### src/rtl/scarv_mem_pkg.sv
// Shared memory-bus constants for the SCARV SoC: bus widths and the
// requester index assignment used by the memory arbiter.
package scarv_mem_pkg;

    localparam int MEM_ADDR_W = 32;
    localparam int MEM_DATA_W = 32;
    localparam int MEM_STRB_W = 4;

    localparam logic RQ_IFETCH = 1'b0;
    localparam logic RQ_DATA   = 1'b1;

endpackage

### src/rtl/scarv_mem_arb_owner_fifo.sv
// Records which requester issued each in-flight transaction so that
// responses can be routed back in issue order.
module scarv_mem_arb_owner_fifo #(
    parameter int DEPTH = 2,
    parameter int CW    = 2
) (
    input  logic          clk,
    input  logic          reset,
    input  logic          push,
    input  logic          push_data,
    input  logic          pop,
    output logic          head,
    output logic [CW-1:0] count
);

    localparam int PW = (DEPTH > 1) ? $clog2(DEPTH) : 1;
    localparam logic [PW-1:0] LAST_PTR = PW'(DEPTH - 1);

    logic [DEPTH-1:0] mem_r;
    logic [PW-1:0]    rd_ptr_r;
    logic [PW-1:0]    wr_ptr_r;
    logic [CW-1:0]    count_r;

    function automatic logic [PW-1:0] next_ptr(input logic [PW-1:0] p);
        return (p == LAST_PTR) ? PW'(0) : p + PW'(1);
    endfunction

    // Storage, pointers and occupancy; push and pop together keep count steady.
    always_ff @(posedge clk) begin
        if (reset) begin
            mem_r    <= '0;
            rd_ptr_r <= '0;
            wr_ptr_r <= '0;
            count_r  <= '0;
        end else begin
            if (push) begin
                mem_r[wr_ptr_r] <= push_data;
                wr_ptr_r        <= next_ptr(wr_ptr_r);
            end
            if (pop) begin
                rd_ptr_r <= next_ptr(rd_ptr_r);
            end
            case ({push, pop})
                2'b10:   count_r <= count_r + CW'(1);
                2'b01:   count_r <= count_r - CW'(1);
                default: count_r <= count_r;
            endcase
        end
    end

    assign head  = mem_r[rd_ptr_r];
    assign count = count_r;

endmodule

### src/rtl/scarv_mem_arbiter.sv
// Round-robin arbiter sharing one memory port between instruction fetch
// (requester 0) and data (requester 1), with in-order response routing.
module scarv_mem_arbiter
    import scarv_mem_pkg::*;
#(
    parameter int MAX_OUTSTANDING = 2,
    parameter int OW              = 2
) (
    input  logic        g_clk,
    input  logic        g_reset,
    input  logic [1:0]  rq_req,
    output logic [1:0]  rq_gnt,
    input  logic [1:0]  rq_wen,
    input  logic [7:0]  rq_strb,
    input  logic [63:0] rq_addr,
    input  logic [63:0] rq_wdata,
    output logic [1:0]  rq_recv,
    input  logic [1:0]  rq_ack,
    output logic        rq_error,
    output logic [31:0] rq_rdata,
    output logic        s_req,
    input  logic        s_gnt,
    output logic        s_wen,
    output logic [3:0]  s_strb,
    output logic [31:0] s_addr,
    output logic [31:0] s_wdata,
    input  logic        s_recv,
    output logic        s_ack,
    input  logic        s_error,
    input  logic [31:0] s_rdata,
    output logic [OW-1:0] outstanding
);

    logic          last_gnt_r;
    logic          lock_r;
    logic          lock_sel_r;
    logic          sel_s;
    logic          can_issue_s;
    logic          push_s;
    logic          pop_s;
    logic          head_s;
    logic          nonempty_s;
    logic [OW-1:0] count_s;

    // Requester selection; a stalled request stays locked to its owner.
    always_comb begin
        sel_s = RQ_IFETCH;
        if (lock_r) begin
            sel_s = lock_sel_r;
        end else if (rq_req == 2'b11) begin
            sel_s = ~last_gnt_r;
        end else if (rq_req[1]) begin
            sel_s = RQ_DATA;
        end else begin
            sel_s = RQ_IFETCH;
        end
    end

    assign nonempty_s  = (count_s != OW'(0));
    assign can_issue_s = (count_s < OW'(MAX_OUTSTANDING)) | pop_s;
    assign s_req       = rq_req[sel_s] & can_issue_s & ~g_reset;
    assign s_wen       = rq_wen[sel_s];
    assign s_strb      = rq_strb[{sel_s, 2'b00} +: MEM_STRB_W];
    assign s_addr      = rq_addr[{sel_s, 5'b00000} +: MEM_ADDR_W];
    assign s_wdata     = rq_wdata[{sel_s, 5'b00000} +: MEM_DATA_W];
    assign push_s      = s_req & s_gnt;
    assign pop_s       = s_recv & s_ack & nonempty_s;

    // Request grant back to the selected requester only.
    always_comb begin
        rq_gnt        = 2'b00;
        rq_gnt[sel_s] = push_s;
    end

    // Response routing to the oldest owner; orphan responses are drained.
    always_comb begin
        rq_recv = 2'b00;
        s_ack   = 1'b1;
        if (nonempty_s) begin
            rq_recv[head_s] = s_recv & ~g_reset;
            s_ack           = rq_ack[head_s];
        end else begin
            rq_recv = 2'b00;
            s_ack   = 1'b1;
        end
    end

    assign rq_rdata    = s_rdata;
    assign rq_error    = s_error;
    assign outstanding = g_reset ? OW'(0) : count_s;

    // Round-robin history and request lock.
    always_ff @(posedge g_clk) begin
        if (g_reset) begin
            last_gnt_r <= 1'b1;
            lock_r     <= 1'b0;
            lock_sel_r <= 1'b0;
        end else if (push_s) begin
            last_gnt_r <= sel_s;
            lock_r     <= 1'b0;
        end else if (s_req) begin
            lock_r     <= 1'b1;
            lock_sel_r <= sel_s;
        end else begin
            lock_r     <= lock_r;
        end
    end

    scarv_mem_arb_owner_fifo #(
        .DEPTH (MAX_OUTSTANDING),
        .CW    (OW)
    ) u_owner_fifo (
        .clk       (g_clk),
        .reset     (g_reset),
        .push      (push_s),
        .push_data (sel_s),
        .pop       (pop_s),
        .head      (head_s),
        .count     (count_s)
    );

endmodule

### config.mk
export PLATFORM = sky130hd
export DESIGN_NAME = scarv_mem_arbiter
export DESIGN_NICKNAME = d
export VERILOG_FILES = /design/src/rtl/scarv_mem_pkg.sv /design/src/rtl/scarv_mem_arb_owner_fifo.sv /design/src/rtl/scarv_mem_arbiter.sv
export SDC_FILE = /design/constraint.sdc
export NUM_CORES = 1
export LEC_CHECK = 0
export ABC_AREA = 0
export CAP_MARGIN = 20
export CORE_AREA = 5 5 108 110
export DETAILED_ROUTE_END_ITERATION = 8
export DIE_AREA = 0 0 113 115
export SYNTH_ARGS = -nofsm -noshare
export SYNTH_HDL_FRONTEND = slang
export SYNTH_SLANG_ARGS = --single-unit
export TNS_END_PERCENT = 1
### constraint.sdc
create_clock -name g_clk -period 3.75 [get_ports g_clk]
set_input_delay 0.375 -clock g_clk [delete_from_list [all_inputs] [get_ports g_clk]]
set_output_delay 0.375 -clock g_clk [all_outputs]
set_load 0.005 [all_outputs]
==> flow_metrics.py, run 1 <==
metrics = {
    "grt": {
        "antenna_found_initial": 0,
        "track_usage_pct": 11.14,
        "grt_max_degree": 45,
        "grt_pass1_vias": 2147,
        "grt_pass1_wl_mm": 11.56,
        "overflow": 0,
    },
    "sta": {
        "finalWorstSetupSlack_ps": 770.7,
        "fmax_mhz": 335.7,
        "tns_ps": 0,
        "relSlewSlack_pct": 63.80,
        "finalCritPeriodShare_pct": 79.45,
        "finalSetupViolations": 0,
        "rsz0062_at_grt": "no",
        "hold_viol": 0,
        "period_minus_slack_ps": 2979,
        "fin_worst_skew_ps": 2.001,
        "slew_viol_final": 0,
        "worst_pin_slew_ps": 543.0,
    },
    "drt": {
        "dr.first_iter.drc_count": 25,
        "wl_mm": 8.048,
        "ant_nets": 0,
        "dr.pass1.iters": 4,
        "viasPerCell": 3.974,
        "wl_per_cell_microns": 16.23,
        "drc_errors": 0,
        "dr_total_vias": 1971,
    },
    "cells_and_area": {
        "multi_input_area_sq_mm": 0.001125,
        "seq_area_sq_um": 180.2,
        "fill_cells": 1051,
        "diodes": 0,
        "final_cell_mix": "clkdlybuf4s50_1 (222), mux2_2 (64), dfxtp_1 (9)",
        "fin_nets": 537,
        "postLayoutCoreUtil_pct": 35.63,
        "areaGrowthSynthToFinish_pct": 128.9,
        "stdcell_count": 496,
        "drive_gt1_share_pct": 20.79,
        "mostFrequentLayoutCell": "clkdlybuf4s50_1",
    },
    "yosys": {
        "yosys_register_bits": 9,
        "synth-seq-area-share_pct": 10.92,
        "synth-async-reset-ratio_pct": 0,
        "netlist_instances": 169,
        "synth_nets": 349,
        "yosysUniqueCellTypes": 30,
        "ys.flop_type": "dfxtp_1",
        "yosysWarnings": 0,
        "synth_area_sq_mm": 0.001650,
        "synth_edf_count": 0,
        "avgSynthCellArea_sq_um": 9.765,
    },
    "clocking": {
        "htreeDepth": 1,
        "post_cts_buffers": 0,
        "ctsHoldBuffers": 0,
        "clockBufferDepth": 2,
        "cts_tree": "yes",
        "clk_latency_ps": 240,
        "cts_resized": 0,
        "clock-sinks": 9,
        "numCtsBuffers": 3,
        "cts_root_buf": "clkbuf_8",
        "cts.clk_slew.worst_paths_ps": 40,
    },
    "critical_path": {
        "cp-end-kind": "primary output",
        "crit_required_ps": 3380,
        "arrival_ps": 2600,
        "cp_max_fo": 44,
        "worstRegToRegCells": 6,
        "crit_type": "primary input to primary output",
        "worstSetupStartpointType": "primary input",
    },
    "min_path": {
        "hold_path.class": "flip-flop to flip-flop",
        "hold_depth": 2,
    },
    "power_and_ir_drop": {
        "power_density_mw_per_mm2": 190.3,
        "vdd.ir_drop.worst_mv": 0.07822,
        "leakage_nw": 1.414,
    },
    "floorplanning": {
        "die_w_microns": 113,
        "initial_core_util_pct": 15.57,
        "die_h_microns": 115,
        "rows": 38,
        "core_area_sq_mm": 0.01060,
        "ios": 289,
        "die-area_sq_mm": 0.01300,
    },
    "place": {
        "place_inst": 492,
        "routabilityCongestion": 0.8156,
        "pre_cts_slack_ps": 772.2,
        "dp_hpwl_mm": 7.180,
        "io_buffers": 222,
    },
    "job": {
        "maxCapViolCount": 0,
    },
    "outcome": {
        "status": "finished clean",
    },
}
-- path summary, 6_finish.rpt --
kind	from	end	slack, ps
max reg2reg	u_owner_fifo.rd_ptr_r$_SDFFE_PP0P_	u_owner_fifo.count[1]$_SDFFE_PP0P_	1400
max	rq_req[0]	s_wdata[8]	770
min reg2reg	u_owner_fifo.mem_r[0]$_SDFFE_PP0P_	u_owner_fifo.mem_r[0]$_SDFFE_PP0P_	480
min	u_owner_fifo.mem_r[0]$_SDFFE_PP0P_	u_owner_fifo.mem_r[0]$_SDFFE_PP0P_	480
-- cells by family after synthesis --
group | count (synthesis) | share of synthesized area (%)
mux | 79 | 54.13
buf+inv | 45 | 20.92
simple gates | 19 | 5.383
compound gates | 14 | 6.824
flops | 9 | 10.92
xor+xnor | 2 | 1.062
fa+ha+maj | 1 | 0.7580
-- through the flow --
stage | hold WS, ps | area, sq um | total power [mW]
2_1_floorplan | 448.2 | 1650 | 0.3151
3_3_place_gp | 466.5 | 3732 | 0.6107
3_5_place_dp | 474.1 | 3732 | 0.6131
4_1_cts | 481.1 | 3777 | 0.7326
5_1_grt | 506.8 | 3777 | 0.7645
6_report | 478.5 | 3777 | 0.7187
-- per-layer routing --
layer | routed length (microns) | track usage, %
met4 | 55 | 1.763
met1 | 3001 | 12.69
met5 | 0 | 0
met3 | 998 | 5.316
met2 | 3992 | 19.39
-- cell type report --
cell class,count,share of cell area [%]
repair buffers,224,59.23
multi-input cells,115,29.78
flip-flops and latches,9,4.770
well taps,140,4.637
clock buffers,4,1.192
inverters,4,0.3975
-- Yosys cell counts (2+ instances only) --
cell / instances / area (sq um)
a21oi_1: 2 / 10.01
or3_1: 2 / 12.51
mux2_1: 5 / 56.30
inv_1: 4 / 15.01
o21ai_0: 4 / 20.02
mux2_2: 64 / 720.7
nor2_1: 6 / 22.52
buf_6: 7 / 78.83
o2111ai_1: 2 / 17.52
mux2i_1: 8 / 80.08
dfxtp_1: 9 / 180.2
buf_4: 33 / 247.7
nand2_1: 6 / 22.52
-- sequential cells by signal, indices dropped and copies added, names as in the netlist --
register and count:
lock_r 1, lock_sel_r 1, u_owner_fifo.wr_ptr_r 1, u_owner_fifo.mem_r 2
u_owner_fifo.rd_ptr_r 1, last_gnt_r 1, u_owner_fifo.count 2
-- worst max-delay path: stages --
cell and delay [ps]:
clkdlybuf4s50_1 490, a21boi_0 150, mux2i_4 180, buf_4 480
mux2_2 430, clkdlybuf4s50_1 470
-- power by group --
part	total (mW)	internal, mW	switching [mW]
clock network	0.113	0.0741	0.0390
logic	0.493	0.353	0.140
registers	0.112	0.104	0.00877
total	0.719	0.531	0.188
Note: power is estimated with default switching activity, not from simulation.
==> run 2: changes to the inputs <==
Settings changed: PLACE_DENSITY from default to 0.66.
Clock period 3.75 ns to 2.4 ns, I/O delays scaled along.
==> run 2 against run 1 <==
Compared with the run above:
- critical path depth shrank 1
- count of clock-buffer cells in the layout stayed put
- register-to-register slack got worse by 1100 ps
- critical path type is now flip-flop to primary output
- cell count rose by 2.8%
==> flow_metrics.py, run 2 (synthesis results as in run 1) <==
metrics = {
    "clocking": {
        "clock-sinks": 9,
        "clockBufferDepth": 2,
        "clk_latency_ps": 230,
        "cts.clk_slew.worst_paths_ps": 40,
        "numCtsBuffers": 3,
        "cts_tree": "yes",
        "cts_root_buf": "clkbuf_8",
        "ctsHoldBuffers": 0,
        "htreeDepth": 1,
    },
    "sta": {
        "finalCritPeriodShare_pct": 95.82,
        "hold_viol": 0,
        "worst_pin_slew_ps": 502.8,
        "holdWs_ps": 480.0,
        "fin_worst_skew_ps": 2.764,
        "fmax_mhz": 434.9,
        "slew_viol_final": 0,
        "relSlewSlack_pct": 66.13,
        "period_minus_slack_ps": 2300,
        "finalSetupViolations": 0,
        "rsz0062_at_grt": "no",
    },
    "grt": {
        "antenna_found_initial": 1,
        "grt_pass1_wl_mm": 13.19,
        "grt_pass1_vias": 2348,
        "overflow": 0,
        "grt_max_degree": 30,
        "track_usage_pct": 13.05,
    },
    "floorplanning": {
        "initial_core_util_pct": 15.57,
        "die_w_microns": 113,
        "die-area_sq_mm": 0.01300,
        "die_h_microns": 115,
        "core_area_sq_mm": 0.01060,
        "rows": 38,
        "ios": 289,
    },
    "drt": {
        "wl_per_cell_microns": 18.38,
        "dr.first_iter.drc_count": 60,
        "ant_nets": 0,
        "drc_errors": 0,
        "viasPerCell": 4.027,
        "dr.pass1.iters": 4,
        "dr_total_vias": 2054,
        "wl_mm": 9.375,
    },
    "power_and_ir_drop": {
        "p_clk_share_pct": 15.0,
        "switchingPower_mw": 0.3238,
        "vdd.ir_drop.worst_mv": 0.1306,
        "intPower_mw": 0.8574,
        "p_sw_share_pct": 27.42,
        "seqPwrFrac_pct": 15.0,
        "power_density_mw_per_mm2": 294.6,
        "pwr-share-comb_pct": 70.0,
        "leakage_nw": 1.669,
    },
    "cells_and_area": {
        "fin_nets": 551,
        "mostFrequentLayoutCell": "clkdlybuf4s50_1",
        "areaGrowthSynthToFinish_pct": 142.9,
        "final_cell_mix": "clkdlybuf4s50_1 (188), mux2_2 (62), dlygate4sd2_1 (21)",
        "fill_cells": 1039,
        "finalInstanceArea_sq_mm": 0.004009,
        "drive_gt1_share_pct": 25.14,
        "diodes": 0,
    },
    "job": {
        "maxCapViolCount": 0,
    },
    "place": {
        "io_buffers": 222,
        "dp_hpwl_mm": 8.054,
        "placed_area_sq_mm": 0.003825,
        "routabilityCongestion": 0.8029,
    },
    "critical_path": {
        "worstSetupStartpointType": "flip-flop",
        "crit_type": "flip-flop to primary output",
        "cp_slowest_cell": "clkdlybuf4s50_1",
        "crit_required_ps": 2160,
        "arrival_ps": 2060,
        "crit_chain": "mux2i_4 -> mux2i_4 -> o21a_1 -> and3_1 -> clkdlybuf4s50_1",
        "critPathMaxStageDelay_ps": 510,
        "cp_common_cell": "mux2i_4",
        "cp-end-kind": "primary output",
        "cp_max_fo": 4,
    },
    "outcome": {
        "status": "finished clean",
    },
    "min_path": {
        "hold_path.class": "primary input to primary output",
    },
}
[run 2: cell count changes in the layout (fill, tap and decap cells not counted), sizes merged]
cell	delta
clkdlybuf4s50	-34
buf	+14
clkbuf	+1
dlymetal6s2s	+12
dlygate4sd2	+21
[run 2: what timing repair did]
item | in CTS | in global routing
gates cloned | 1 | 1
pin swaps | 1 | 1
endpoints found under the setup margin | 71 | 50
setup buffers | 1 | 2
gates resized for setup | 30 | 17
[run 2: routing by layer]
metal	routed length [microns]	share of wire, %	GRT usage [%]
met1	3637	39	14.80
met5	0	0	0
met4	224	2.4	3.606
met2	4618	49	23.06
met3	894	9.5	4.842
[run 2: metrics by stage]
stage,total power [mW],instances,worst slack [ps],setup TNS [ps],utilization (%)
6_report,1.181,510,100.4,0,37.81
5_1_grt,1.247,510,40.32,0,37.81
4_1_cts,1.183,507,-65.61,-1222,36.94
3_5_place_dp,0.9919,501,-97.58,-1829,36.08
3_3_place_gp,0.9885,501,-84.85,-1746,36.08
2_1_floorplan,0.4923,169,283.5,0,-
[run 2: layout make-up]
| cell class | instances | area (sq um) | area share, % |
|---|---|---|---|
| sequential | 9 | 182.7 | 4.557 |
| multi-input combinational | 115 | 1157 | 28.87 |
| tap | 140 | 175.2 | 4.370 |
| inverter | 4 | 15.01 | 0.3745 |
| clock buffer | 4 | 45.04 | 1.124 |
| timing repair buffer | 238 | 2434 | 60.71 |
[run 2: power groups by stage]
stage	Clock, mW	Combinational [mW]	Sequential (mW)
finish	0.177	0.827	0.177
CTS	0.182	0.824	0.177
floorplan	0	0.317	0.175
global placement	0	0.811	0.178
detailed placement	0	0.814	0.178
global route	0.186	0.881	0.179
[run 2: worst paths after layout]
kind / from / to / slack [ps] / depth (start not counted)
max reg2reg: u_owner_fifo.rd_ptr_r$_SDFFE_PP0P_ / u_owner_fifo.count[1]$_SDFFE_PP0P_ / 330 / 6
min reg2reg: u_owner_fifo.mem_r[0]$_SDFFE_PP0P_ / u_owner_fifo.mem_r[0]$_SDFFE_PP0P_ / 500 / 2
min: s_rdata[11] / rq_rdata[11] / 480 / 0
max: u_owner_fifo.rd_ptr_r$_SDFFE_PP0P_ / rq_gnt[0] / 100 / 5
[run 2: worst max-delay path, delay by kind of cell (launching register included)]
kind	cells	cell delay (ps)
compound gates	1	160
buf+inv	1	510
simple gates	1	160
flops	1	360
mux	2	640
==> run 3: changes to the inputs <==
--- a/config.mk
+++ b/config.mk
@@ -7,5 +7,4 @@
 export LEC_CHECK = 0
 export ABC_AREA = 0
-export CAP_MARGIN = 20
 export CORE_AREA = 5 5 108 110
 export DETAILED_ROUTE_END_ITERATION = 8
==> constraint.sdc (replaced) <==
create_clock -name g_clk -period 2.4 [get_ports g_clk]
set_input_delay 0.24 -clock g_clk [delete_from_list [all_inputs] [get_ports g_clk]]
set_output_delay 0.24 -clock g_clk [all_outputs]
set_load 0.05 [all_outputs]
==> run 3 against run 2 <==
Compared with the run above:
- count of clock-buffer cells in the layout did not move
- total power is 31% higher
- non-clock buffer count shrank 9
- global-route usage is 0.27 points higher
- flip-flop and latch count stayed put
- critical path depth increased by 1
- register-to-register slack got worse by 110 ps
- wire length fell by 2.8%
- utilization down 3.0 points
- cell count shrank 1.8%
- via count decreased by 0.24%
- sequential power about the same
- critical endpoint is now s_wdata[28]
- highest routed layer unchanged
==> flow_metrics.py, run 3 (synthesis results as in run 1) <==
metrics = {
    "cells_and_area": {
        "fin_nets": 542,
        "diodes": 0,
        "mostFrequentLayoutCell": "clkdlybuf4s50_1",
        "areaGrowthSynthToFinish_pct": 123.4,
        "fill_cells": 1093,
        "seq_area_sq_um": 180.2,
        "finalInstanceArea_sq_mm": 0.003686,
        "multi_input_area_sq_mm": 0.001125,
        "postLayoutCoreUtil_pct": 34.77,
        "drive_gt1_share_pct": 42.94,
        "final_cell_mix": "clkdlybuf4s50_1 (145), buf_4 (78), mux2_2 (64)",
    },
    "power_and_ir_drop": {
        "power_density_mw_per_mm2": 421.2,
        "vdd.ir_drop.worst_mv": 0.2157,
        "leakage_nw": 1.532,
    },
    "floorplanning": {
        "initial_core_util_pct": 15.57,
        "rows": 38,
        "die_w_microns": 113,
        "core_area_sq_mm": 0.01060,
        "ios": 289,
        "die_h_microns": 115,
        "die-area_sq_mm": 0.01300,
    },
    "critical_path": {
        "r2r-start": "u_owner_fifo.rd_ptr_r$_SDFFE_PP0P_",
        "crit_type": "primary input to primary output",
        "cp_max_fo": 34,
        "rr_endpoint": "u_owner_fifo.count[1]$_SDFFE_PP0P_",
        "crit_start": "rq_req[0]",
        "crit_required_ps": 2160,
        "worstSetupStartpointType": "primary input",
        "arrival_ps": 2060,
        "cp-endpoint": "s_wdata[28]",
        "cp-end-kind": "primary output",
        "regToRegSetupSlack_ps": 220,
        "worstRegToRegCells": 6,
    },
    "drt": {
        "wl_per_cell_microns": 18.20,
        "drc_errors": 0,
        "ant_nets": 0,
        "dr.first_iter.drc_count": 52,
        "viasPerCell": 4.090,
        "wl_mm": 9.116,
        "dr_total_vias": 2049,
        "dr.pass1.iters": 4,
    },
    "place": {
        "placed_area_sq_mm": 0.003642,
        "io_buffers": 222,
        "dp_hpwl_mm": 8.256,
        "routabilityCongestion": 0.8450,
    },
    "sta": {
        "slew_viol_final": 0,
        "worst_pin_slew_ps": 527.6,
        "finalCritPeriodShare_pct": 95.84,
        "hold_viol": 0,
        "relSlewSlack_pct": 64.45,
        "fin_worst_skew_ps": 2.902,
        "rsz0062_at_grt": "no",
        "fmax_mhz": 434.8,
        "tns_ps": 0,
        "finalSetupViolations": 0,
        "period_minus_slack_ps": 2300,
    },
    "clocking": {
        "cts_tree": "yes",
        "post_cts_buffers": 0,
        "cts_resized": 1,
        "htreeDepth": 1,
        "ctsHoldBuffers": 0,
        "clockBufferDepth": 2,
        "clk_latency_ps": 240,
        "numCtsBuffers": 3,
        "cts_root_buf": "clkbuf_8",
        "clock-sinks": 9,
    },
    "grt": {
        "grt_pass1_vias": 2348,
        "antenna_found_initial": 0,
        "top_usage_layer": "met2",
        "track_usage_pct": 13.31,
        "use_met2_pct": 22.67,
        "grt_pass1_wl_mm": 13.41,
        "grt_util_met3_pct": 4.316,
        "grt_max_degree": 40,
        "overflow": 0,
        "groute.layer.met1.usage_pct": 16.70,
    },
    "min_path": {
        "hold_path.class": "primary input to primary output",
    },
    "outcome": {
        "status": "finished clean",
    },
    "job": {
        "maxCapViolCount": 0,
    },
}
[run 3: changes by cell type in the layout (fill, tap and decap cells not counted), moves of 3 or more]
cell             change
buf_4               +67
dlymetal6s2s_1      -12
buf_12               +3
clkdlybuf4s50_1     -43
dlygate4sd2_1       -20
[run 3: worst min-delay path by stage]
stage / endpoint / slack (ps) / from / cells past startpoint
after floorplan: u_owner_fifo.mem_r[1]$_SDFFE_PP0P_ / 450 / u_owner_fifo.mem_r[1]$_SDFFE_PP0P_ / 2
after global placement: u_owner_fifo.mem_r[0]$_SDFFE_PP0P_ / 470 / u_owner_fifo.mem_r[0]$_SDFFE_PP0P_ / 2
after detailed placement: rq_rdata[0] / 480 / s_rdata[0] / 0
after CTS: rq_rdata[0] / 480 / s_rdata[0] / 0
after global routing: rq_rdata[11] / 480 / s_rdata[11] / 0
final: rq_rdata[11] / 480 / s_rdata[11] / 0
[run 3: layout make-up]
cell class	count	area share (%)
Multi-Input combinational cell	115	30.52
Clock buffer	4	1.222
Sequential cell	9	4.888
Tap cell	140	4.752
Timing Repair Buffer	229	58.21
Inverter	4	0.4073
[run 3: critical path, stage by stage]
cell	delay, ps
clkdlybuf4s50_1	520
a21boi_0	160
mux2i_4	240
buf_12	240
mux2_2	420
buf_4	210
[run 3: layer usage]
metal	share of wire, %	vias up	wire, microns
met5	0	-	0
met4	1.3	0	117
met3	8.9	11	813
met2	48	127	4416
met1	41	956	3769
li1	-	955	-
[run 3: report_power, final]
part	switching (mW)	internal [mW]
Combinational	0.668	0.530
Clock	0.0630	0.116
Sequential	0.0135	0.162
[run 3: through the flow]
step / cells / worst slack (ps) / hold WS [ps] / total power, mW
after floorplan: 169 / 98.41 / 448.2 / 1.040
after global placement: 497 / 171.5 / 465.6 / 1.376
after detailed placement: 497 / 121.6 / 480.3 / 1.385
after CTS: 501 / 114.9 / 480.3 / 1.571
after global routing: 501 / 12.75 / 480.1 / 1.621
final: 501 / 99.84 / 480.0 / 1.553
